===== config.mk =====
export PLATFORM = sky130hd
export DESIGN_NAME = if_stage
export DESIGN_NICKNAME = d
export VERILOG_FILES = /design/src/rtl/if_stage_pkg.sv /design/src/rtl/if_stage_if_id_reg.sv /design/src/rtl/if_stage.sv
export SDC_FILE = /design/constraint.sdc
export NUM_CORES = 1
export LEC_CHECK = 0
export BUFFER_PORTS_ARGS = -buffer_cell sky130_fd_sc_hd__buf_4
export CAP_MARGIN = 20
export CORE_ASPECT_RATIO = 2
export CORE_MARGIN = 5
export CORE_UTILIZATION = 40
export CTS_CLUSTER_SIZE = 24
export DETAILED_ROUTE_END_ITERATION = 8
export PLACE_DENSITY_LB_ADDON = 0.08
export SLEW_MARGIN = 20
export SYNTH_ARGS = -nofsm -noshare
export SYNTH_HDL_FRONTEND = slang
export SYNTH_SLANG_ARGS = --single-unit
export TNS_END_PERCENT = 10

===== constraint.sdc =====
create_clock -name clk -period 5.3 [get_ports clk]
set_input_delay 0.53 -clock clk [delete_from_list [all_inputs] [get_ports clk]]
set_output_delay 0.53 -clock clk [all_outputs]
set_load 0.02 [all_outputs]

===== src/rtl/if_stage_pkg.sv =====
// Shared definitions for the instruction-fetch stage: reset defaults, FSM encoding, PC increment.
package if_stage_pkg;

  localparam logic [31:0] RESET_PC_DEF = 32'hBFC0_0000;
  localparam logic [31:0] NOP_INST_DEF = 32'h0000_0000;

  typedef enum logic [1:0] {
    S_FETCH = 2'd0,
    S_HOLD  = 2'd1,
    S_DROP  = 2'd2
  } if_state_e;

  function automatic logic [31:0] pc_incr(input logic [31:0] pc);
    return pc + 32'd4;
  endfunction

endpackage


===== src/rtl/if_stage_if_id_reg.sv =====
// IF/ID pipeline register: clear wins over load, otherwise contents hold.
module if_id_reg
  import if_stage_pkg::*;
#(
  parameter logic [31:0] NOP_INST = NOP_INST_DEF
) (
  input  logic        clk,
  input  logic        resetn,
  input  logic        en,
  input  logic        clr,
  input  logic [31:0] d_inst,
  input  logic [31:0] d_pc,
  output logic        valid,
  output logic [31:0] inst,
  output logic [31:0] pc
);

  always_ff @(posedge clk or negedge resetn) begin
    if (!resetn) begin
      valid <= 1'b0;
      inst  <= NOP_INST;
      pc    <= '0;
    end else if (clr) begin
      valid <= 1'b0;
      inst  <= NOP_INST;
    end else if (en) begin
      valid <= 1'b1;
      inst  <= d_inst;
      pc    <= d_pc;
    end
  end

endmodule


===== src/rtl/if_stage.sv =====
// Instruction fetch: PC, one-outstanding req/ack fetch FSM, 1-entry skid buffer, delay-slot redirect.
// Optional macro IF_ALIGN_CHECK_EN: a misaligned PC raises id_adel instead of fetching.
//   state   | meaning
//   S_FETCH | request outstanding (or being launched) at pc
//   S_HOLD  | skid buffer full, no request
//   S_DROP  | flushed request still in flight, its data is discarded
module if_stage
  import if_stage_pkg::*;
#(
  parameter logic [31:0] RESET_PC = RESET_PC_DEF,
  parameter logic [31:0] NOP_INST = NOP_INST_DEF
) (
  input  logic        clk,
  input  logic        resetn,
  output logic        inst_req,
  output logic [31:0] inst_addr,
  input  logic        inst_ack,
  input  logic [31:0] inst_rdata,
  input  logic        stall_i,
  input  logic        flush_i,
  input  logic [31:0] flush_target,
  input  logic        redirect_valid,
  input  logic [31:0] redirect_target,
  output logic        id_valid,
  output logic [31:0] id_inst,
  output logic [31:0] id_pc
`ifdef IF_ALIGN_CHECK_EN
  ,
  output logic        id_adel
`endif
);

  if_state_e   state, state_nxt;
  logic [31:0] pc, drop_addr, skid_inst, skid_pc, redir_tgt, next_pc;
  logic [31:0] id_d_inst, id_d_pc;
  logic        req_en, redir_pend, misaligned, adel_load;
  logic        accept, id_free, to_id, to_skid, skid_out, id_load, id_clr;

`ifdef IF_ALIGN_CHECK_EN
  logic adel_q;
  assign misaligned = (pc[1:0] != 2'b00);
  assign adel_load  = (state == S_FETCH) && req_en && misaligned && !adel_q && id_free && !flush_i;
`else
  assign misaligned = 1'b0;
  assign adel_load  = 1'b0;
`endif

  assign accept   = (state == S_FETCH) && inst_req && inst_ack && !flush_i;
  assign id_free  = !id_valid || !stall_i;
  assign to_id    = accept && id_free;
  assign to_skid  = accept && !id_free;
  assign skid_out = (state == S_HOLD) && !stall_i && !flush_i;
  assign id_load  = to_id || skid_out || adel_load;
  assign id_clr   = flush_i || (!id_load && !stall_i);

  assign next_pc = redirect_valid ? redirect_target :
                   redir_pend     ? redir_tgt       : pc_incr(pc);

  always_comb begin
    id_d_inst = inst_rdata;
    id_d_pc   = pc;
    if (skid_out) begin
      id_d_inst = skid_inst;
      id_d_pc   = skid_pc;
    end else if (adel_load) begin
      id_d_inst = NOP_INST;
    end
  end

  always_ff @(posedge clk or negedge resetn) begin
    if (!resetn) state <= S_FETCH;
    else         state <= state_nxt;
  end

  always_comb begin
    state_nxt = state;
    case (state)
      S_FETCH: begin
        if (flush_i)      state_nxt = (inst_req && !inst_ack) ? S_DROP : S_FETCH;
        else if (to_skid) state_nxt = S_HOLD;
      end
      S_HOLD:  if (flush_i || !stall_i) state_nxt = S_FETCH;
      S_DROP:  if (inst_ack) state_nxt = S_FETCH;
      default: state_nxt = S_FETCH;
    endcase
  end

  always_comb begin
    inst_req  = 1'b0;
    inst_addr = pc;
    case (state)
      S_FETCH: inst_req = req_en && !misaligned;
      S_DROP: begin
        inst_req  = 1'b1;
        inst_addr = drop_addr;
      end
      default: ;
    endcase
  end

  always_ff @(posedge clk or negedge resetn) begin
    if (!resetn) begin
      pc         <= RESET_PC;
      req_en     <= 1'b0;
      drop_addr  <= '0;
      skid_inst  <= NOP_INST;
      skid_pc    <= '0;
      redir_pend <= 1'b0;
      redir_tgt  <= '0;
    end else begin
      req_en    <= 1'b1;
      drop_addr <= inst_addr;
      if (to_skid) begin
        skid_inst <= inst_rdata;
        skid_pc   <= pc;
      end
      if (flush_i) begin
        pc         <= flush_target;
        redir_pend <= 1'b0;
      end else if ((state == S_HOLD) && redirect_valid) begin
        // delay slot already sits in the skid buffer, so the target is the very next fetch
        pc <= redirect_target;
      end else begin
        if (accept) pc <= next_pc;
        if (redirect_valid && !accept) begin
          redir_pend <= 1'b1;
          redir_tgt  <= redirect_target;
        end else if (accept) begin
          redir_pend <= 1'b0;
        end
      end
    end
  end

`ifdef IF_ALIGN_CHECK_EN
  always_ff @(posedge clk or negedge resetn) begin
    if (!resetn) begin
      adel_q  <= 1'b0;
      id_adel <= 1'b0;
    end else begin
      if (flush_i)        adel_q <= 1'b0;
      else if (adel_load) adel_q <= 1'b1;
      if (id_clr)         id_adel <= 1'b0;
      else if (id_load)   id_adel <= adel_load;
    end
  end
`endif

  if_id_reg #(.NOP_INST(NOP_INST)) u_if_id (
    .clk    (clk),
    .resetn (resetn),
    .en     (id_load),
    .clr    (id_clr),
    .d_inst (id_d_inst),
    .d_pc   (id_d_pc),
    .valid  (id_valid),
    .inst   (id_inst),
    .pc     (id_pc)
  );

endmodule


==> results.rst <==
.. list-table::
   :header-rows: 1

   * - Metric
     - Value
   * - Total buffers and inverters traversed by the critical path
     - 3
   * - Most repeated library cell on the critical path
     - sky130_fd_sc_hd__buf_4
   * - Top fanout value on the critical path
     - 29
   * - Number of flops mapped to enable cells by yosys
     - 0
   * - Total wire length
     - 30.6 mm
   * - Type of the worst min-delay path
     - input port to flip-flop
   * - Most frequent cells in the layout
     - 220 x sky130_fd_sc_hd__dfrtp_1, 209 x sky130_fd_sc_hd__buf_4, 125 x sky130_fd_sc_hd__mux2_2, 79 x sky130_fd_sc_hd__nand2_1, 68 x sky130_fd_sc_hd__o21ai_0
   * - Count of state elements after synthesis
     - 229
   * - Post-Syn Instances
     - 916
   * - Placer congestion estimate
     - 0.855
   * - Initial antenna violation count
     - 0
   * - Total negative setup slack
     - 0 ns
   * - Endpoint type of the worst setup path
     - flip-flop
   * - Minimum setup slack after placement
     - 2.03 ns
   * - Final critical delay including setup and external delays
     - 3.12 ns
   * - Period utilization
     - 58.8%
   * - Commonest register cell after synthesis
     - sky130_fd_sc_hd__dfrtp_1
   * - Sequential group share of total power
     - 46.5%
   * - First-iteration detailed-routing DRC count
     - 629
   * - Headroom to the max-slew limit
     - 30.6%
   * - Routed len/inst
     - 21.4 um
   * - Worst voltage drop across the vdd grid
     - 301 uV
   * - Internal Dissipation
     - 0.00338 W
   * - Deepest level of the CTS H-tree
     - 1
   * - CTS Root Cell
     - sky130_fd_sc_hd__clkbuf_16
   * - Die area
     - 0.0296 sq mm
   * - Category of the critical setup timing path
     - flip-flop to flip-flop
   * - Power density normalized to cell area
     - 369 mW/mm^2
   * - First-pass GRT wire length
     - 48.8 mm
   * - Portion of the post-synthesis area used by sequential elements
     - 55.0%
   * - Net switching power
     - 0.00140 W
   * - Via count of the first global-routing pass
     - 8379
   * - Post-Place Cell Area
     - 0.0122 sq mm
   * - Critical path data required time
     - 5.70 ns
   * - Synth Cell Area
     - 0.0104 sq mm
   * - Placed wire-length estimate
     - 20.3 mm
   * - Drt pass-1 iters
     - 5
   * - Routed via count
     - 7962
   * - Worst-case hold slack
     - 0.162 ns
   * - Syn_nets
     - 1019
   * - Clock sinks
     - 229
   * - Stage delay of the slowest cell on the critical path
     - 0.68 ns
   * - Post-CTS Hold Fix Bufs
     - 1
   * - WP data arrival
     - 3.52 ns
   * - Leading area contributor after synthesis
     - sky130_fd_sc_hd__dfrtp_1
   * - Most common cell after layout, fill and taps aside
     - sky130_fd_sc_hd__dfrtp_1
   * - Setup repair after global routing missed its margin
     - no
   * - Category of cells accounting for the largest share of critical-path delay
     - simple AND/OR/NAND/NOR gates
   * - Critical path's slowest cell
     - sky130_fd_sc_hd__nand2_1
   * - Clock tree from TritonCTS
     - yes
   * - Tightest Pin Transition
     - 1.04 ns
   * - Skew final
     - 0.0139 ns
   * - Residual DRC count
     - 0
   * - Async SR Flop Fraction
     - 100%
   * - Clock network latency to the later pin of the worst-skew pair
     - 0.52 ns
   * - Via/cell ratio
     - 5.56
   * - Vertical die dimension
     - 239 um
   * - Port buffer count
     - 199
   * - Clock group share of total power
     - 33.8%
   * - Final setup slack of the worst path
     - 2.18 ns
   * - Maximum number of pins on one net before global-route repair
     - 162
   * - Highest Clock Rate
     - 0.321 GHz
   * - Net count of the finished layout
     - 1180
   * - Row cnt
     - 83
   * - Final setup violation count
     - 0
   * - I/O pin count
     - 200
   * - Static Leak
     - 6.00 nW
   * - Switching share of power
     - 29.3%
   * - # Post-CTS Setup Buffers
     - 0
   * - Number of hold violations in the final report
     - 0
   * - Layout area overhead
     - 24.1%
   * - Outcome
     - finished, final reports clean
   * - Total congestion overflow
     - 0
   * - Clk pin slew, worst setup/hold paths
     - 0.07 ns
   * - Top cells by area in the synthesized netlist
     - sky130_fd_sc_hd__dfrtp_1 53%, sky130_fd_sc_hd__mux2_2 13%, sky130_fd_sc_hd__mux2i_1 3.7%
   * - Mean Syn Cell Area
     - 11.4 sq um
   * - Register-to-register setup slack
     - 2.18 ns
   * - Overall fraction of global-route tracks in use
     - 20.4%
   * - Count of instances resized after the clock tree is built
     - 0
   * - DIE WIDTH
     - 124 um
   * - Number of filler instances in the final layout
     - 2439
   * - Antenna diode instance count
     - 0
   * - Remaining antenna violation count
     - 0
   * - Max clock buf depth
     - 3
   * - Post-layout instance area
     - 0.0130 sq mm
   * - Number of buffers inserted during clock tree synthesis
     - 22
   * - Logic gate share of total power
     - 19.8%
   * - Number of warnings reported in the yosys synthesis log
     - 0
   * - Fraction of layout cells with a size suffix above 1
     - 36.1%
   * - Worst path cell trace
     - nor4bb_1 > buf_4 > a21o_1 > buf_4 > nor2_1 > nand2_1 > buf_4 > mux2_2
   * - Share of the synthesized area in the top cell type
     - 52.7%
   * - Pins Over Slew Limit
     - 0
   * - Type of element launching the critical path
     - flip-flop
   * - Core area
     - 0.0258 sq mm
   * - Starting density of the core
     - 40.6%
   * - Count of different cell masters after synthesis
     - 69
   * - Total of max-cap violations
     - 0
[power groups by stage]
stage	logic [W]	clock network, W	registers [W]
after floorplan	0.000482	0	0.00227
after global placement	0.000951	0	0.00225
after detailed placement	0.000962	0	0.00226
after CTS	0.000964	0.00167	0.00223
after global routing	0.00103	0.00174	0.00226
final	0.000947	0.00162	0.00222
[cell families (layout without fill, tap and decap cells)]
kind of cell    after synthesis  count (layout)  share of synthesized area, %
flops                       229             229                          55.0
buf+inv                     117             294                          4.51
other cells                   1               1                        0.0359
mux                         164             164                          17.2
fa+ha+maj                     1               1                         0.120
xor+xnor                      3               3                         0.252
simple gates                193             193                          8.91
compound gates              208             208                          14.0
[per-layer routing]
layer	vias up	global-route usage, %	wire length [um]
met5	-	0	0
li1	3655	-	-
met1	4011	24.3	11800
met2	239	36.2	16000
met3	57	4.23	1740
met4	0	7.48	1070
[per-stage QoR]
stage / total power (W) / cells / util, %
3_5_place_dp: 0.00322 / 1391 / 47.4
3_3_place_gp: 0.00320 / 1391 / 47.4
2_1_floorplan: 0.00275 / 916 / -
5_1_grt: 0.00503 / 1433 / 50.4
4_1_cts: 0.00486 / 1432 / 50.2
6_report: 0.00479 / 1433 / 50.4
[path summary, 6_finish.rpt]
| path | end | cells past startpoint | startpoint |
|---|---|---|---|
| max in group asynchronous | u_if_id.inst[26] | 3 | resetn |
| max reg2reg | redir_tgt[21] | 8 | state[0] |
| min | state[1] | 2 | inst_ack |
| max | redir_tgt[21] | 8 | state[0] |
| min reg2reg | u_if_id.pc[6] | 2 | skid_pc[6] |
| min in group asynchronous | u_if_id.pc[18] | 2 | resetn |
[synthesized netlist by cell type, drive strengths merged (4+ instances only)]
cell,instances
dfrtp,220
mux2,125
nand2,79
o21ai,70
clkbuf,44
inv,40
mux2i,39
nor2,39
a222oi,33
buf,32
a21oi,25
nand3,15
and3,14
nor3,12
a221oi,10
dfstp,9
nand4,9
o211ai,7
o22ai,7
a211oi,4
a22oi,4
a31oi,4
nor2b,4
nor4,4
o31a,4
[sequential cells by signal, summed over array words and instances (netlist names)]
signal and flops:
redir_pend 1, skid_inst 32, redir_tgt 32, req_en 1, state 2, u_if_id.pc 32
drop_addr 32, pc 32, u_if_id.inst 32, u_if_id.valid 1, skid_pc 32
[layout make-up]
type                    count  area [sq um]  share of cell area, %
repair buffers            213          1640                   12.7
inverters                  41           154                   1.19
multi-input cells         570          4270                   32.9
flip-flops and latches    229          5740                   44.3
clock inverters             9          90.1                  0.695
clock buffers              31           646                   4.98
well taps                 340           425                   3.28
(Power assumes the default switching activity.)
